### src/rtl/accelerator_top_sequencer.sv
// accelerator_top_sequencer: streams W/B/X operands into an accelerator, buffers Y results in a FIFO for the result stream; CLK/RST(sync, low) clock/reset, CMD_* job control, S_* operand in, M_* result out, ACC_* accelerator side
module accelerator_top_sequencer #(
  parameter int DATA_SIZE  = 64,
  parameter int FIFO_DEPTH = 8
) (
  input  logic                 CLK,
  input  logic                 RST,
  input  logic                 CMD_START,
  input  logic                 CMD_ABORT,
  output logic                 CMD_BUSY,
  output logic                 CMD_DONE,
  output logic                 CMD_ERROR,
  input  logic [DATA_SIZE-1:0] SIZE_X_IN,
  input  logic [DATA_SIZE-1:0] SIZE_L_IN,
  input  logic [DATA_SIZE-1:0] SIZE_Y_IN,
  input  logic [DATA_SIZE-1:0] S_DATA,
  input  logic                 S_VALID,
  output logic                 S_READY,
  output logic [DATA_SIZE-1:0] M_DATA,
  output logic                 M_VALID,
  input  logic                 M_READY,
  output logic                 ACC_START,
  input  logic                 ACC_READY,
  output logic                 ACC_W_IN_L_ENABLE,
  output logic                 ACC_W_IN_X_ENABLE,
  output logic                 ACC_B_IN_ENABLE,
  output logic                 ACC_X_IN_ENABLE,
  output logic [DATA_SIZE-1:0] ACC_W_IN,
  output logic [DATA_SIZE-1:0] ACC_B_IN,
  output logic [DATA_SIZE-1:0] ACC_X_IN,
  input  logic                 ACC_Y_OUT_ENABLE,
  input  logic [DATA_SIZE-1:0] ACC_Y_OUT
);
  localparam int AW = $clog2(FIFO_DEPTH);
  localparam logic [DATA_SIZE-1:0] ONE = DATA_SIZE'(1);
  typedef enum logic [2:0] {IDLE, LOAD_W, LOAD_B, LOAD_X, RUN, DONE} state_t;
  state_t state_q, state_d;
  logic [DATA_SIZE-1:0] sx_q, sl_q, sy_q, j_q, i_q, y_q;
  logic [DATA_SIZE-1:0] w_data_q, b_data_q, x_data_q;
  logic [DATA_SIZE-1:0] mem_q [FIFO_DEPTH];
  logic [AW:0] wp_q, rp_q;
  logic seen_q, err_q, s_ready_q, acc_start_q, wl_q, wx_q, b_q, x_q;
  logic beat, launch, abort, j_end, i_end, b_end, last, zero;
  logic empty, full, pop, push_req, push, ovf;
  assign launch   = state_q == IDLE && CMD_START;
  assign abort    = state_q != IDLE && CMD_ABORT;
  assign beat     = s_ready_q && S_VALID && !CMD_ABORT;
  assign j_end    = j_q == sx_q - ONE;
  assign i_end    = i_q == sl_q - ONE;
  assign b_end    = j_q == sl_q - ONE;
  assign last     = beat && (state_q == LOAD_W ? j_end && i_end : state_q == LOAD_B ? b_end : j_end);
  assign zero     = sx_q == '0 || sl_q == '0;
  assign empty    = wp_q == rp_q;
  assign full     = wp_q == {~rp_q[AW], rp_q[AW-1:0]};
  assign pop      = !empty && M_READY;
  assign push_req = state_q == RUN && ACC_Y_OUT_ENABLE;
  assign push     = push_req && (!full || pop);
  assign ovf      = push_req && full && !pop;
  always_ff @(posedge CLK) begin
    if (!RST) state_q <= IDLE;
    else state_q <= state_d;
  end
  always_comb begin
    state_d = state_q;
    case (state_q)
      IDLE:    state_d = CMD_START ? LOAD_W : IDLE;
      LOAD_W:  state_d = zero ? DONE : last ? LOAD_B : LOAD_W;
      LOAD_B:  state_d = last ? LOAD_X : LOAD_B;
      LOAD_X:  state_d = last ? RUN : LOAD_X;
      RUN:     state_d = seen_q && y_q == sy_q ? DONE : RUN;
      DONE:    state_d = IDLE;
      default: state_d = IDLE;
    endcase
    if (abort) state_d = IDLE;
  end
  always_comb begin
    CMD_BUSY          = RST && state_q != IDLE;
    CMD_DONE          = RST && state_q == DONE && !CMD_ABORT;
    CMD_ERROR         = RST && err_q;
    S_READY           = RST && s_ready_q;
    M_VALID           = RST && !empty;
    M_DATA            = RST ? mem_q[rp_q[AW-1:0]] : '0;
    ACC_START         = RST && acc_start_q;
    ACC_W_IN_L_ENABLE = RST && wl_q;
    ACC_W_IN_X_ENABLE = RST && wx_q;
    ACC_B_IN_ENABLE   = RST && b_q;
    ACC_X_IN_ENABLE   = RST && x_q;
    ACC_W_IN          = RST ? w_data_q : '0;
    ACC_B_IN          = RST ? b_data_q : '0;
    ACC_X_IN          = RST ? x_data_q : '0;
  end
  always_ff @(posedge CLK) begin
    if (!RST) begin
      {sx_q, sl_q, sy_q, j_q, i_q, y_q} <= '0;
      {w_data_q, b_data_q, x_data_q} <= '0;
      {seen_q, err_q, s_ready_q, acc_start_q, wl_q, wx_q, b_q, x_q} <= '0;
      wp_q <= '0;
      rp_q <= '0;
    end else begin
      if (launch) begin
        sx_q <= SIZE_X_IN;
        sl_q <= SIZE_L_IN;
        sy_q <= SIZE_Y_IN;
      end
      // ready only once a phase has settled, giving a one-cycle gap at each phase entry
      s_ready_q   <= state_d == state_q && (state_q == LOAD_W || state_q == LOAD_B || state_q == LOAD_X);
      acc_start_q <= state_d == RUN && state_q != RUN;
      wx_q        <= beat && state_q == LOAD_W;
      wl_q        <= beat && state_q == LOAD_W && j_end;
      b_q         <= beat && state_q == LOAD_B;
      x_q         <= beat && state_q == LOAD_X;
      if (beat && state_q == LOAD_W) w_data_q <= S_DATA;
      if (beat && state_q == LOAD_B) b_data_q <= S_DATA;
      if (beat && state_q == LOAD_X) x_data_q <= S_DATA;
      j_q    <= launch ? '0 : beat ? ((state_q == LOAD_B ? b_end : j_end) ? '0 : j_q + ONE) : j_q;
      i_q    <= launch ? '0 : beat && state_q == LOAD_W && j_end ? (i_end ? '0 : i_q + ONE) : i_q;
      y_q    <= launch ? '0 : state_q == RUN && pop ? y_q + ONE : y_q;
      seen_q <= launch ? 1'b0 : seen_q | (state_q == RUN && !acc_start_q && ACC_READY);
      err_q  <= launch ? 1'b0 : err_q | (state_q == LOAD_W && zero) | ovf;
      wp_q   <= abort ? '0 : wp_q + {{AW{1'b0}}, push};
      rp_q   <= abort ? '0 : rp_q + {{AW{1'b0}}, pop};
    end
  end
  always_ff @(posedge CLK) begin
    if (push) mem_q[wp_q[AW-1:0]] <= ACC_Y_OUT;
  end
endmodule

### config.mk
export PLATFORM = sky130hd
export DESIGN_NAME = accelerator_top_sequencer
export DESIGN_NICKNAME = d
export VERILOG_FILES = /design/src/rtl/accelerator_top_sequencer.sv
export SDC_FILE = /design/constraint.sdc
export NUM_CORES = 2
export LEC_CHECK = 0
export CORE_MARGIN = 4
export CORE_UTILIZATION = 50
export CTS_CLUSTER_DIAMETER = 120
export CTS_CLUSTER_SIZE = 10
export DETAILED_ROUTE_END_ITERATION = 16
export PLACE_DENSITY = 0.78
export SETUP_SLACK_MARGIN = 0.2
export SYNTH_ARGS = -nofsm -noshare
export SYNTH_HDL_FRONTEND = slang
export SYNTH_SLANG_ARGS = --single-unit
### constraint.sdc
create_clock -name CLK -period 7.8 [get_ports CLK]
set_input_delay 1.17 -clock CLK [delete_from_list [all_inputs] [get_ports CLK]]
set_output_delay 1.17 -clock CLK [all_outputs]
set_load 0.02 [all_outputs]
After elaboration in Yosys (flattened, before gate mapping)

Memories as Yosys holds them, arrays and structs flattened. A register that Yosys moved wholly into a read port is not among the register bits.
Index checks and enable logic that the tools add are counted.

Add/sub/neg operators: 7
Equality and inequality tests: 14
Mux-type cells: 19
Bitwise operators: 5
Reductions and logical operators: 48

Operators by type and width:

| operator              | count |
|---|---|
| $mux 64               | 6 |
| $eq 64x64->1          | 4 |
| $add 64x1->64 const B | 3 |
| $logic_not 64->1      | 2 |
| $sub 64x1->64 const B | 2 |
| $logic_and 1x1->1     | 33 |
| $pmux 3 s5            | 1 |
| $mux 3                | 4 |
| $eq 3x3->1 const B    | 3 |
| $add 4x1->4           | 2 |
| $eq 4x4->1            | 2 |
| $mux 1                | 7 |
| $eq 3x2->1 const B    | 2 |
| $logic_not 1->1       | 5 |
| $logic_or 1x1->1      | 4 |
| $reduce_or 2->1       | 2 |
| $eq 3x1->1 const B    | 1 |
| $eq 3x3->1            | 1 |
| $logic_not 3->1       | 1 |
| $ne 3x3->1 const B    | 1 |
| $or 1x1->1            | 3 |
| $reduce_bool 3->1     | 1 |
| $mux 2                | 1 |
| $not 1->1             | 2 |

Bits in registers: 595
Bits in writable memories: 512
Input bits: 328
Output and inout port bits: 266
Logic and storage cells: 114
Memories: 1

Memories:

| memory | depth | bits a word | rd ports | clocked after Yosys merged registers in | wr ports | line | RTL |
|---|---|---|---|---|---|---|---|
| mem_q  | 8     | 64          | 1        | 1                                       | 1        | 40   | `logic [DATA_SIZE-1:0] mem_q [FIFO_DEPTH];` |

Depth between registers and ports, before layout

Word-level depth: 11
Mapped depth: 17
Mapped depth without buffers: 13

Worst setup path before layout

No wires, ideal clock.

Path kind: input-to-reg
Start: input M_READY
End: memory mem_q[0][0] (enable)
Library setup time: 565 ps
Arrival time: 5,858 ps
Required time: 7,235 ps
Slack: 1,377 ps
Stages on the path: 4
Buffers on the path: 0
Cells stage by stage: nor3_1 nor2_1 nand2b_1 nor3_1

Cells in the longest elaborated chain, start to end: 5

Ends and longest elaborated chain:

| what                         | line | RTL |
|---|---|---|
| start: declaration           | 21   | `input logic M_READY,` |
| $logic_and 1x1->1            | 55   | `assign pop = !empty && M_READY;` |
| $logic_or 1x1->1             | 57   | `assign push = push_req && (!full \|\| pop);` |
| $logic_and 1x1->1            | 57   |  |
| $mux 1                       | 125  | `if (push) mem_q[wp_q[AW-1:0]] <= ACC_Y_OUT;` |
| $mux 1 (not written as such) | 125  |  |
| end: declaration             | 40   |  |

Every way passes these cells.

Worst setup path in the final report

Start: register sx_q[0]
End: register i_q[45]

Cells in the longest elaborated chain, start to end: 3

Ends and longest elaborated chain:

| what                     | line | RTL |
|---|---|---|
| start: declaration       | 38   | `logic [DATA_SIZE-1:0] sx_q, sl_q, sy_q, j_q, i_q, y_q;` |
| start signal: assignment | 94   | `{sx_q, sl_q, sy_q, j_q, i_q, y_q} <= '0;` |
| start signal: assignment | 101  | `sx_q <= SIZE_X_IN;` |
| $sub 64x1->64            | 48   | `assign j_end = j_q == sx_q - ONE;` |
| $eq 64x64->1             | 48   |  |
| $logic_and 1x1->1        | 116  | `i_q <= launch ? '0 : beat && state_q == LOAD_W && j_end ? (i_end ? '0 : i_q + ONE) : i_q;` |
| end signal: assignment   | 116  |  |
| end: declaration         | 38   |  |

Every way passes these cells.
A chain may end at the register's enable or synchronous reset.

==> key figures <==
Run status
  – Status: finished, final reports clean

Floorplan
  – # IOs: 594
  – Starting Density: between 50% and 60%
  – Die Ht: 333.0 um
  – Core region area: 104200 um2
  – Die area: 110900 um2
  – Chip Width: between 300 and 400 um
  – Rows: around 120

Route
  – Via Count: 43.60k
  – WL/cell: approximately 28 um
  – Drt drc: 0
  – Highest routed metal layer: met5
  – Post-Route WL: 193.3 mm
  – Met1 wire length: between 70 and 80 mm
  – Routed vias/inst: around 6.2
  – Drt first-iter violations: 4443
  – Met3 wire len: 18.46 mm
  – DR pass1 iterations: 6
  – Met2 wirelength from detailed routing: 90.35 mm
  – Routed Antenna Nets: 0

Clocking
  – PostCTS Resize Cnt: 0
  – CTS Root Cell: clkbuf_16
  – CTS Buf Count: 120
  – Sink Count: about 1.1k
  – Post-CTS Setup Bufs: 0
  – Clock-pin slew on the worst setup and hold paths: 60 ps
  – # hold bufs at CTS: 0
  – Clock Tree Buf Depth: 3
  – Worst-Skew Late Latency: 760 ps
  – CTS H-Tree Depth: 3
  – Clock tree from TritonCTS: yes

Setup path
  – CP Buf/Inv Count: 2
  – R2r startpoint: sx_q[0]$_SDFFE_PN0P_
  – Critical Path End Type: flop
  – Critical setup path kind: flop to flop
  – Crit path from: sx_q[0]$_SDFFE_PN0P_
  – Crit path cell chain: inv_1 > ha_1 > nor3b_1 > nand4_1 > nor3_1 > nor4b_1 > o21ai_0 > or4_4 > or4_1 > or4_4 > nand4b_1 > nand2_2 > buf_4 > nor2_1
  – Crit start category: flop
  – Crit path max fanout: 37
  – Req. time, crit path: about 8300 ps
  – CP max stage delay: 610 ps
  – WP data arrival: 6670 ps
  – Path depth of the worst reg2reg path: 14
  – Slowest-stage cell, CP: nor3b_1
  – Cell depth of the worst setup path: 14
  – CP most frequent cell: or4_4
  – Crit path max-delay family: simple AND/OR/NAND/NOR gates

Synth
  – Top FF cell, synth: dfxtp_1
  – Synth area leaders: edfxtp_1 29%, dfxtp_1 23%, mux4_2 5.5%, nand2_1 4.9%, xnor2_1 4.4%
  – Cells after synthesis: 5136
  – Synthesized flop and latch total: 1107
  – Count of cell types in the netlist: 93
  – Avg Inst Size Synth: 10.28 um2
  – Post-synthesis mux area share: 7.073%
  – Synth area leader: edfxtp_1
  – Number of synthesized flops with an enable pin: 512
  – Area share of the largest cell type after synthesis: slightly below 30%
  – Seq/Total Area, Yosys: slightly above 50%
  – Largest family of logic cells by synthesized area: simple AND/OR/NAND/NOR gates
  – Syn_nets: 5473
  – Netlist Area Pre-Place: around 53000 um2
  – Synth warnings: 0
  – Adder-cell share of the synthesized area: less than 1%
  – Ys async rst share: 0%
  – Simple-gate share of the synthesized area: 20.65%
  – Post-Synth XOR/XNOR Area: 7.166%
  – Compound-cell area share of the yosys netlist: 10.10%

GRT
  – First-pass GRT wire length: approximately 280 mm
  – GRT Total Usage: between 30% and 40%
  – Largest net degree at the start of global routing: approximately 140
  – Vias in the first global route: ~42k
  – Total gr overflow: 0
  – Initial antenna violation count: 38

Power
  – Pleak: 20.75 nW
  – Seq pwr share: 48.5%
  – Clk pwr share: 39.5%
  – Power Density: about 210 nW/um2
  – NetSw: ~3.4 mW
  – Pint: 9.526 mW
  – Sw frac: around a quarter
  – Peak supply drop: between 0.2 and 0.25 mV
  – Combinational share of power: 11.9%

Finish
  – Fill cell count: 8360
  – Max reg flops: 512
  – Layout cells sized above 1: 7.233%
  – Post-route insts no fill: between 7k and 8k
  – Area grow syn2layout: 19.53%
  – Layout Nets: around 6k

Placement
  – GP Congestion: 1.030
  – Port bufs: 593
  – Dpl cells: between 6k and 7k
  – HPWL Detailed: 135.7 mm

Timing
  – Max Freq: 163.2 MHz
  – Final Skew: 94.20 ps
  – Final setup viols: 0
  – Worst-margin pin slew: 1223 ps
  – RSZ-0062 raised after global routing: no
  – Final Cycle Share: 78.57%
  – Final max-slew violation count: 0
  – Final setup TNS: 0 ps
  – Slew headroom: a little under a fifth
  – Final min period: 6129 ps
  – Count of final hold-check violations: 0

Hold path
  – Hold crit path type: flop to flop
  – Hold depth: 2
  – Min-delay src: w_data_q[36]$_SDFFE_PN0P_

Job
  – Max-Cap Viols: 0
-- area by class of cell --
cell class / count / area [um2] / area share [%]
repair buffers: 658 / 6421 / 10.17
diodes: 26 / 65.06 / 0.1030
multi-input cells: 3593 / 23980 / 37.99
well taps: 1380 / 1727 / 2.735
clock buffers: 161 / 3188 / 5.049
clock inverters: 6 / 170.2 / 0.2695
flip-flops and latches: 1107 / 27300 / 43.24
inverters: 74 / 285.3 / 0.4518
-- layout by cell type, fill, tap and decap left out, types with 131 or more instances in the layout --
cell type        count
dfxtp_1            592
edfxtp_1           512
xnor2_1            267
a21oi_1            349
and2_1             225
nand2_1            688
xor2_1             152
clkdlybuf4s50_1    592
nand3_1            131
nor2_1             360
-- metal layers --
metal,track usage (%),up-vias
met5,0,-
met4,15.29,32
met3,8.356,530
met2,54.12,2295
met1,42.61,21240
li1,-,19500
-- stage by stage --
step | util [%] | worst slack [ps] | instance area (um2) | hold slack, ps | total power [mW]
5_1_grt | 60.53 | 1241 | 63090 | 469.7 | 13.33
4_1_cts | 60.51 | 1731 | 63070 | 449.8 | 12.96
6_report | 60.57 | 1671 | 63140 | 451.2 | 12.95
3_3_place_gp | 57.29 | 1953 | 59710 | 436.9 | 7.898
2_1_floorplan | - | 1377 | 52820 | 430.5 | 7.235
3_5_place_dp | 57.29 | 1762 | 59710 | 442.1 | 7.896
-- worst min-delay path, stage by stage (launching register included) --
cell,delay (ps)
dfxtp_1,300
nand2_1,50
a21oi_1,50
-- cell families after synthesis --
family,after synthesis
buffers and inverters,436
xor gates and xnor gates,424
adders and majority gates,10
DFF,1107
muxes,212
AOI/OAI and AO/OA,804
and+or+nand+nor,2143
-- Yosys cell counts, types with 14 or more instances --
cell and count:
or3_1 53, nor3b_1 19, nand4_1 100, nand2b_1 35, dfxtp_1 595, nor2_1 366
or2_2 21, xnor2_1 267, a21o_1 14, and3_1 56, mux2i_1 74, a21oi_1 349
and4_1 26, nand3_1 132, edfxtp_1 512, nor3_1 116, o2111ai_1 21, and2_1 226
buf_1 33, nand3b_1 18, nor4_1 124, nand4b_1 14, nor2b_1 21, a211oi_1 17
o21ai_0 66, or4_1 67, o31ai_1 36, xor2_1 152, o22a_1 128, inv_1 73
nor4b_1 17, mux4_2 128, a2111oi_0 20, nand2_1 693, o22ai_1 17, clkbuf_1 319
-- final timing paths --
kind | endpoint | slack [ps]
worst min register to register | w_data_q[36]$_SDFFE_PN0P_ | 450
worst min-delay path | w_data_q[36]$_SDFFE_PN0P_ | 450
worst max-delay path | i_q[45]$_SDFFE_PP0P_ | 1670
worst max register to register | i_q[45]$_SDFFE_PP0P_ | 1670
-- power groups by stage --
stage                     registers (mW)  logic [mW]  clock network (mW)
final                               6.28        1.54                5.12
after global routing                6.29        1.64                5.41
after CTS                           6.27        1.51                5.18
after detailed placement            6.40        1.50                   0
after global placement              6.39        1.50                   0
after floorplan                     6.30       0.930                   0
Power figures use the tool's default switching activity.
